$ cat src/rtl/mem_stage_axi.sv
`default_nettype none
// ============================================================================
// Module      : mem_stage_axi
// Description : Pipeline memory stage. Accepts one op at a time, performs an
//               AXI-lite load or store (or passes the EX result through),
//               and presents the result with fault reporting downstream.
// Revision    : 1.0 - initial release
// ============================================================================
module mem_stage_axi #(
    parameter int XLEN   = 32,
    parameter int ADDR_W = 32,
    parameter int CTX_W  = 70
) (
    input  logic                clk,
    input  logic                rst,
    // upstream
    input  logic                in_valid,
    output logic                in_ready,
    input  logic [ADDR_W-1:0]   in_addr,
    input  logic [XLEN-1:0]     in_wdata,
    input  logic [2:0]          in_funct3,
    input  logic                in_ren,
    input  logic                in_wen,
    input  logic [CTX_W-1:0]    in_ctx,
    // downstream
    output logic [CTX_W-1:0]    out_ctx,
    output logic                out_valid,
    input  logic                out_ready,
    output logic [XLEN-1:0]     out_data,
    output logic                out_fault,
    output logic [1:0]          out_cause,
    // AXI-lite read
    output logic [ADDR_W-1:0]   araddr,
    output logic                arvalid,
    input  logic                arready,
    input  logic [XLEN-1:0]     rdata,
    input  logic [1:0]          rresp,
    input  logic                rvalid,
    output logic                rready,
    // AXI-lite write
    output logic [ADDR_W-1:0]   awaddr,
    output logic                awvalid,
    input  logic                awready,
    output logic [XLEN-1:0]     wdata,
    output logic [XLEN/8-1:0]   wstrb,
    output logic                wvalid,
    input  logic                wready,
    input  logic [1:0]          bresp,
    input  logic                bvalid,
    output logic                bready
);

    localparam int NB    = XLEN / 8;
    localparam int OFF_W = $clog2(NB);

    localparam logic [2:0] S_IDLE = 3'd0;
    localparam logic [2:0] S_AR   = 3'd1;
    localparam logic [2:0] S_R    = 3'd2;
    localparam logic [2:0] S_AWW  = 3'd3;
    localparam logic [2:0] S_B    = 3'd4;
    localparam logic [2:0] S_DONE = 3'd5;

    localparam logic [1:0] CAUSE_NONE  = 2'b00;
    localparam logic [1:0] CAUSE_MISAL = 2'b01;
    localparam logic [1:0] CAUSE_BUS   = 2'b10;
    localparam logic [1:0] CAUSE_ILL   = 2'b11;

    logic [2:0]        state_q, state_d;
    logic [ADDR_W-1:0] addr_q, addr_d;
    logic [XLEN-1:0]   wdata_q, wdata_d;
    logic [2:0]        funct3_q, funct3_d;
    logic [CTX_W-1:0]  ctx_q, ctx_d;
    logic [XLEN-1:0]   data_q, data_d;
    logic              fault_q, fault_d;
    logic [1:0]        cause_q, cause_d;
    logic              aw_pend_q, aw_pend_d;
    logic              w_pend_q, w_pend_d;

    logic              w_accept;
    logic              w_illegal;
    logic              w_misal;
    logic [XLEN-1:0]   w_pass;
    logic [OFF_W-1:0]  w_off;
    logic [XLEN-1:0]   w_rsh;
    logic [XLEN-1:0]   w_load;
    logic [NB-1:0]     w_mask;

    // Non-memory ops forward the EX result zero-extended (or truncated) to XLEN
    if (ADDR_W >= XLEN) begin : g_pass_trunc
        assign w_pass = in_addr[XLEN-1:0];
    end else begin : g_pass_zext
        assign w_pass = {{(XLEN-ADDR_W){1'b0}}, in_addr};
    end

    assign w_accept  = in_valid & in_ready;
    assign in_ready  = (state_q == S_IDLE) | ((state_q == S_DONE) & out_ready);

    assign out_valid = (state_q == S_DONE);
    assign out_data  = data_q;
    assign out_fault = fault_q;
    assign out_cause = cause_q;
    assign out_ctx   = ctx_q;

    assign w_off   = addr_q[OFF_W-1:0];
    assign araddr  = {addr_q[ADDR_W-1:OFF_W], {OFF_W{1'b0}}};
    assign awaddr  = {addr_q[ADDR_W-1:OFF_W], {OFF_W{1'b0}}};
    assign arvalid = (state_q == S_AR);
    assign rready  = (state_q == S_R);
    assign awvalid = (state_q == S_AWW) & aw_pend_q;
    assign wvalid  = (state_q == S_AWW) & w_pend_q;
    assign bready  = (state_q == S_B);
    assign wdata   = wdata_q << {w_off, 3'b000};
    assign wstrb   = w_mask << w_off;
    assign w_rsh   = rdata >> {w_off, 3'b000};

    // Classify the incoming op: illegal encodings take priority over alignment
    always_comb begin
        w_illegal = 1'b0;
        w_misal   = 1'b0;
        if (in_ren && in_wen) begin
            w_illegal = 1'b1;
        end else if (in_ren) begin
            if (in_funct3 == 3'b111) w_illegal = 1'b1;
            if ((XLEN == 32) && ((in_funct3 == 3'b011) || (in_funct3 == 3'b110)))
                w_illegal = 1'b1;
        end else if (in_wen) begin
            if (in_funct3[2]) w_illegal = 1'b1;
            if ((XLEN == 32) && (in_funct3 == 3'b011)) w_illegal = 1'b1;
        end
        if (in_ren || in_wen) begin
            case (in_funct3[1:0])
                2'b01:   w_misal = in_addr[0];
                2'b10:   w_misal = |in_addr[1:0];
                2'b11:   w_misal = |in_addr[2:0];
                default: w_misal = 1'b0;
            endcase
        end
    end

    // Extract and extend the addressed lane of the read beat
    always_comb begin
        case (funct3_q)
            3'b000:  w_load = XLEN'($signed(w_rsh[7:0]));
            3'b001:  w_load = XLEN'($signed(w_rsh[15:0]));
            3'b010:  w_load = XLEN'($signed(w_rsh[31:0]));
            3'b100:  w_load = XLEN'(w_rsh[7:0]);
            3'b101:  w_load = XLEN'(w_rsh[15:0]);
            3'b110:  w_load = XLEN'(w_rsh[31:0]);
            default: w_load = w_rsh;
        endcase
    end

    // Byte-enable pattern for the store size before lane shifting
    always_comb begin
        case (funct3_q[1:0])
            2'b00:   w_mask = NB'(1);
            2'b01:   w_mask = NB'(3);
            2'b10:   w_mask = NB'(15);
            default: w_mask = '1;
        endcase
    end

    // Next-state: bus sequencing, result capture, and op acceptance
    always_comb begin
        state_d   = state_q;
        addr_d    = addr_q;
        wdata_d   = wdata_q;
        funct3_d  = funct3_q;
        ctx_d     = ctx_q;
        data_d    = data_q;
        fault_d   = fault_q;
        cause_d   = cause_q;
        aw_pend_d = aw_pend_q;
        w_pend_d  = w_pend_q;

        case (state_q)
            S_AR: begin
                if (arready) state_d = S_R;
            end
            S_R: begin
                if (rvalid) begin
                    state_d = S_DONE;
                    if (rresp != 2'b00) begin
                        data_d  = '0;
                        fault_d = 1'b1;
                        cause_d = CAUSE_BUS;
                    end else begin
                        data_d  = w_load;
                        fault_d = 1'b0;
                        cause_d = CAUSE_NONE;
                    end
                end
            end
            S_AWW: begin
                // AW and W complete independently; leave once both are done
                if (awready) aw_pend_d = 1'b0;
                if (wready)  w_pend_d  = 1'b0;
                if ((!aw_pend_q || awready) && (!w_pend_q || wready))
                    state_d = S_B;
            end
            S_B: begin
                if (bvalid) begin
                    state_d = S_DONE;
                    data_d  = '0;
                    if (bresp != 2'b00) begin
                        fault_d = 1'b1;
                        cause_d = CAUSE_BUS;
                    end else begin
                        fault_d = 1'b0;
                        cause_d = CAUSE_NONE;
                    end
                end
            end
            S_DONE: begin
                if (out_ready) state_d = S_IDLE;
            end
            default: ;
        endcase

        // Acceptance overrides DONE retirement so back-to-back ops see no bubble
        if (w_accept) begin
            addr_d    = in_addr;
            wdata_d   = in_wdata;
            funct3_d  = in_funct3;
            ctx_d     = in_ctx;
            aw_pend_d = 1'b1;
            w_pend_d  = 1'b1;
            data_d    = '0;
            fault_d   = 1'b0;
            cause_d   = CAUSE_NONE;
            if (w_illegal) begin
                state_d = S_DONE;
                fault_d = 1'b1;
                cause_d = CAUSE_ILL;
            end else if (!in_ren && !in_wen) begin
                state_d = S_DONE;
                data_d  = w_pass;
            end else if (w_misal) begin
                state_d = S_DONE;
                fault_d = 1'b1;
                cause_d = CAUSE_MISAL;
            end else if (in_ren) begin
                state_d = S_AR;
            end else begin
                state_d = S_AWW;
            end
        end
    end

    // State and result registers; reset abandons any bus transaction in flight
    always_ff @(posedge clk or posedge rst) begin
        if (rst) begin
            state_q   <= S_IDLE;
            addr_q    <= '0;
            wdata_q   <= '0;
            funct3_q  <= '0;
            ctx_q     <= '0;
            data_q    <= '0;
            fault_q   <= 1'b0;
            cause_q   <= CAUSE_NONE;
            aw_pend_q <= 1'b0;
            w_pend_q  <= 1'b0;
        end else begin
            state_q   <= state_d;
            addr_q    <= addr_d;
            wdata_q   <= wdata_d;
            funct3_q  <= funct3_d;
            ctx_q     <= ctx_d;
            data_q    <= data_d;
            fault_q   <= fault_d;
            cause_q   <= cause_d;
            aw_pend_q <= aw_pend_d;
            w_pend_q  <= w_pend_d;
        end
    end

endmodule
`default_nettype wire

$ cat config.mk
export PLATFORM = sky130hd
export DESIGN_NAME = mem_stage_axi
export DESIGN_NICKNAME = d
export VERILOG_FILES = /design/src/rtl/mem_stage_axi.sv
export SDC_FILE = /design/constraint.sdc
export NUM_CORES = 1
export LEC_CHECK = 0
export CORE_MARGIN = 2
export CORE_UTILIZATION = 40
export CTS_CLUSTER_DIAMETER = 200
export DETAILED_ROUTE_END_ITERATION = 6
export PLACE_DENSITY = 0.89
export SLEW_MARGIN = 10
export SYNTH_ARGS = -nofsm -noshare
export SYNTH_HDL_FRONTEND = slang
export SYNTH_SLANG_ARGS = --single-unit
$ cat constraint.sdc
create_clock -name clk -period 17.62 [get_ports clk]
set_input_delay 2.643 -clock clk [delete_from_list [all_inputs] [get_ports clk]]
set_output_delay 2.643 -clock clk [all_outputs]
set_load 0.02 [all_outputs]
==> metrics.cfg, run 1 <==
[status]
status=finished, final reports clean

[route]
dr.pass1.iters=5
drtIter0Drc=421
postRouteAntennaNets=0
wl_per_cell_um=18.1
vias=8429
viasPerCell=5.09
drc=0
drt-total-wl_um=30000

[critical_path]
cp.required_ns=14.98
cp_common_cell=clkdlybuf4s50_1
worstPathArrival_ns=4.16
ff2ff_path_depth=7
reg2reg_slack_ns=14.44
crit_chain=clkdlybuf4s50_1 > nand3_1 > a21oi_1 > clkdlybuf4s50_1
cp-end-kind=output pin
critPathMaxStageDelay_ns=0.62
cp-start-kind=primary input
r2r_start=addr_q[0]$_DFFE_PP0P_
critPathSlowestCell=clkdlybuf4s50_1
crit_path_start=out_ready
crit_type=primary input to output pin
r2r_end=out_data[31]$_DFFE_PP0P_
critPathMaxFanout=3

[layout]
final_cells=1656
drive_above_1_share_pct=5.09
area_growth_pct=46.9
fin_area_mm2=0.0131
fillerInstances=1819
fin_util_pct=59.9
nets=1545

[grt]
grt_pass1_vias=8363
grt_use_met1_pct=29.7
grt_usage_pct=25.0
grt_use_met3_pct=6.89
grt_max_degree=104
antenna_found_initial=2
grt_use_met2_pct=43.2
grt_first_pass_wirelength_um=46300
grt_overflow=0
grt.busiest_layer=met2

[placement]
place_hpwl_um=22100
place_congestion=0.906
dpl_cell_area_mm2=0.0125
io_buffers=391
placed_cells=1622

[sta]
finClkSkew_ns=0.00967
fin_tns_setup_ns=0
finalSetupViolCount=0
tightest_slew_ns=1.22
fmax_mhz=147
slew_violations=0
period_needed_ns=6.81
min_period_over_period_pct=38.6
rsz0062_at_grt=no
timing.final.hold_violations=0
slew_headroom_pct=18.2

[clocking]
htree_num_levels=4
clock_latency_ns=0.42
cts_repair_resize_count=0
cts.sinks=177
cts_root_buf=clkbuf_16
cts_tree=done
postCtsHoldBufs=0
cts_buffers=17
cts_buffer_depth=2
clk_pin_slew_worst_paths_ns=0.08
cts_setup_buffers=0

[die]
core.rowCount=54
start_util_pct=40.8
dieArea_mm2=0.0234
core_area_mm2=0.0218
die-width_um=153
ioPinCount=396
fp.dieH_um=153

[worst_hold_path]
min_from=wdata_q[29]$_DFFE_PP0P_
min_path_cells=2
whs_endpoint=wdata_q[29]$_DFFE_PP0P_
hold_path_class=flip-flop to flip-flop

[power_and_ir_drop]
p_leak_nw=5.99
power.total_mw=2.58
power.density_mw_per_mm2=197
peakVddDrop_mv=0.103

[synth]
yosysUniqueCellTypes=46
yosysWarnings=0
syn-cell-area_mm2=0.00890
syn_inst=1073
ys_seq_elements=177
syn_area_per_cell_um2=8.29
seq_area_frac_synth_pct=49.8

[run]
drv_cap=0

## flip-flops by register name, summed over array words and instances, names as in the netlist
signal     count
addr_q        32
out_cause      2
wdata_q       32
w_pend_q       1
out_ctx       70
out_data      32
out_fault      1
aw_pend_q      1
funct3_q       3
state_q        3
## cell usage in the layout, fill, tap and decap left out, types with 3 or more instances in the layout
master / n
a221oi_2: 10
o21ai_0: 42
and3b_1: 3
a21oi_1: 22
inv_8: 6
nand3_1: 9
inv_1: 4
a32oi_1: 7
nand3b_1: 7
conb_1: 4
nand2_1: 474
nor2b_1: 14
mux2i_1: 30
clkinv_4: 4
and2_1: 11
a221oi_1: 7
clkbuf_16: 17
dfrtp_1: 175
buf_4: 9
mux2_2: 10
clkdlybuf4s50_1: 391
a211oi_1: 10
nand2b_1: 7
nor2_1: 59
a31oi_1: 8
nor3_1: 3
## worst max-delay path by stage
stage,slack [ns],to
finish,10.81,in_ready
global route,10.76,in_ready
CTS,10.82,in_ready
detailed placement,10.82,in_ready
global placement,10.85,in_ready
floorplan,10.18,addr_q[0]$_DFFE_PP0P_
## final cells by class
type | count | area, um^2 | area share (%)
inverter | 5 | 26.3 | 0.201
antenna | 2 | 5.00 | 0.0383
sequential | 177 | 4430 | 33.9
clock buffer | 18 | 429 | 3.28
clock inverter | 14 | 145 | 1.11
timing repair buffer | 400 | 3980 | 30.5
multi-input combinational | 760 | 3700 | 28.3
tap | 280 | 350 | 2.68
## cells in the mapped netlist, drive strengths merged
cell,n,share of area [%]
nor3,3,0.17
or2,2,0.14
o21a,1,0.084
a22oi,2,0.17
a21boi,1,0.084
o221a,1,0.13
nor2b,14,0.98
a31oi,8,0.56
o311ai,1,0.098
mux2,11,1.4
nor4bb,1,0.11
nand3,9,0.51
nand2,474,20
a21oi,23,1.3
nor3b,1,0.084
a21o,1,0.084
mux2i,30,3.4
nand2b,7,0.49
a221oi,17,2.4
inv,5,0.21
buf,90,7.1
clkbuf,44,1.9
and3,2,0.14
o2bb2ai,1,0.098
and2,11,0.77
nor2,60,2.6
conb,1,0.042
a32oi,7,0.69
a221o,1,0.11
nand3b,7,0.59
o21ai,43,2.4
nor4,2,0.14
a211oi,10,0.84
and3b,3,0.30
or3,1,0.070
dfrtp,177,50
o41ai,1,0.098
## per-layer routing
| metal | vias up | wire length (um) |
|---|---|---|
| met2 | 386 | 15100 |
| met4 | 0 | 946 |
| met1 | 4021 | 11600 |
| met5 | - | 0 |
| li1 | 3976 | - |
| met3 | 46 | 2310 |
## worst max-delay path, delay by kind of cell
| family | cells | cell delay (ns) |
|---|---|---|
| buffers and inverters | 2 | 1.13 |
| AO/OA/AOI/OAI | 1 | 0.20 |
| AND/OR/NAND/NOR | 1 | 0.19 |
## through the flow
| step | setup WS [ns] | hold slack [ns] |
|---|---|---|
| floorplan | 10.18 | 0.438 |
| global placement | 10.85 | 0.456 |
| detailed placement | 10.82 | 0.456 |
| CTS | 10.82 | 0.475 |
| global route | 10.76 | 0.491 |
| finish | 10.81 | 0.470 |
## logic make-up after synthesis
kind of cell,share of synthesized area [%]
AND/OR/NAND/NOR,27.1
flip-flops,49.8
other,0.0422
multiplexers,4.81
buffers and inverters,9.16
AO/OA/AOI/OAI,9.14
## power breakdown
part / switching [mW] / internal, mW / leakage, nW / total [mW]
clock: 0.187 / 0.189 / 0.280 / 0.377
combinational: 0.796 / 0.636 / 3.51 / 1.43
sequential: 0.169 / 0.598 / 2.20 / 0.767
Power figures use the tool's default switching activity.
==> inputs of run 2 (changes only) <==
==> constraint.sdc (replaced) <==
create_clock -name clk -period 6.75 [get_ports clk]
set_input_delay 1.0125 -clock clk [delete_from_list [all_inputs] [get_ports clk]]
set_output_delay 1.0125 -clock clk [all_outputs]
set_load 0.02 [all_outputs]
==> run 2 against run 1 <==
Effect of this change:
- sequential power grew to 2.6 times the previous value
- clock skew shrank 0.0014 ns
- sequential cell count is the same
- critical path type is now flip-flop to output pin
==> metrics.cfg, run 2 (same netlist as run 1, synthesis figures left out) <==
[sta]
slew_headroom_pct=21.5
setup_ws_ns=2.42
period_needed_ns=4.33
tightest_slew_ns=1.17
timing.final.hold_violations=0
fin_tns_setup_ns=0
finClkSkew_ns=0.00826
slew_violations=0
rsz0062_at_grt=no
fmax_mhz=231
finalSetupViolCount=0
min_period_over_period_pct=64.1

[critical_path]
ff2ff_path_depth=6
cp_top_family=simple AND/OR/NAND/NOR gates
cp.required_ns=5.74
critPathMaxStageDelay_ns=0.93
critPathSlowestCell=nor2_1
reg2reg_slack_ns=3.30
cp-start-kind=flip-flop
crit_buf_inv=2
r2r_end=out_data[30]$_DFFE_PP0P_
r2r_start=addr_q[0]$_DFFE_PP0P_
cp-end-kind=output pin
worstPathArrival_ns=3.32
crit_chain=buf_4 > nor2_1 > and2_1 > clkdlybuf4s50_1
crit_type=flip-flop to output pin
critPathMaxFanout=38

[worst_hold_path]
min_path_cells=2
whs_endpoint=out_ctx[23]$_DFFE_PP0P_
min_from=out_ctx[23]$_DFFE_PP0P_
hold_path_class=flip-flop to flip-flop

[placement]
io_buffers=391
place_hpwl_um=22200
dpl_cell_area_mm2=0.0125
place_congestion=0.894
pre_cts_slack_ns=2.88

[clocking]
cts_tree=done
postCtsHoldBufs=0
htree_num_levels=4
clock_latency_ns=0.43
clk_pin_slew_worst_paths_ns=0.07
cts_setup_buffers=0
cts.sinks=177
cts_root_buf=clkbuf_16
cts_buffers=17
cts_repair_resize_count=0
cts_buffer_depth=2

[layout]
nets=1544
layout_common_cells=nand2_1 (474), clkdlybuf4s50_1 (391), dfrtp_1 (175)
area_growth_pct=47.1
final_common_cell=nand2_1
largest_register_ffs=70
drive_above_1_share_pct=5.10
fin_area_mm2=0.0131

[power_and_ir_drop]
switchingPower_mw=3.01
power.density_mw_per_mm2=515
p_int_mw=3.73
peakVddDrop_mv=0.309
pwr-share-clk_pct=15.0
combinationalPowerShare_pct=55.2
seqPwrFrac_pct=29.8
p_leak_nw=6.00
switching_share_pct=44.6

[grt]
grt_pass1_vias=8607
grt_max_degree=98
grt_usage_pct=25.6
grt_overflow=0
grt_first_pass_wirelength_um=47300
antenna_found_initial=2

[die]
start_util_pct=40.8
core.rowCount=54
ioPinCount=396
dieArea_mm2=0.0234
fp.dieH_um=153
core_area_mm2=0.0218
die-width_um=153

[route]
drc=0
dr.pass1.iters=5
postRouteAntennaNets=0
drt-total-wl_um=30100
viasPerCell=5.05
wl_per_cell_um=18.2
drtIter0Drc=420
vias=8365

[run]
drv_cap=0

[status]
status=finished, final reports clean

-- run 2: cell count changes in the layout (fill, tap and decap cells not counted), sizes merged --
cell	delta
clkinvlp	-1
clkinv	-2
inv	+3
buf	-1
-- run 2: cell type report --
| class | count | area, um^2 |
|---|---|---|
| Tap cell | 280 | 350 |
| Antenna cell | 2 | 5.00 |
| Inverter | 5 | 26.3 |
| Clock inverter | 14 | 163 |
| Timing Repair Buffer | 399 | 3970 |
| Clock buffer | 18 | 439 |
| Multi-Input combinational cell | 760 | 3700 |
| Sequential cell | 177 | 4430 |
| Fill cell | 1846 | 8740 |
-- run 2: how the worst max path moves through the flow --
stage                                     start               endpoint  cells past startpoint
final                     addr_q[0]$_DFFE_PP0P_               wdata[4]                      4
after global routing      addr_q[0]$_DFFE_PP0P_               wdata[4]                      4
after CTS                 addr_q[0]$_DFFE_PP0P_               wdata[4]                      4
after detailed placement  addr_q[0]$_DFFE_PP0P_               wdata[4]                      4
after global placement    addr_q[0]$_DFFE_PP0P_               wdata[2]                      4
after floorplan                             rst  addr_q[0]$_DFFE_PP0P_                      1
-- run 2: power groups by stage --
stage                     sequential, mW  combinational (mW)  clock (mW)
final                               2.01                3.72        1.01
after detailed placement            2.02                3.73           0
after global placement              2.00                3.66           0
after CTS                           2.00                3.74        1.04
after global routing                2.07                4.02        1.08
after floorplan                     2.19                2.02           0
-- run 2: per-stage QoR --
stage,std cells,hold WS [ns],utilization (%),power [mW]
2_1_floorplan,1076,0.438,-,4.21
3_3_place_gp,1621,0.456,57.2,5.65
3_5_place_dp,1621,0.463,57.2,5.75
4_1_cts,1653,0.481,59.9,6.78
5_1_grt,1655,0.497,60.0,7.17
6_report,1655,0.476,60.0,6.74
-- run 2: routing by layer --
metal	GRT usage [%]	share of wire, %
met4	10.0	3.1
met2	44.1	51
met3	6.66	7.4
met1	30.5	39
met5	0	0
-- run 2: tightest hold or removal path: cells and delay by family (launching register included) --
kind / cells / cell delay, ns
and+or+nand+nor: 2 / 0.10
DFF: 1 / 0.35
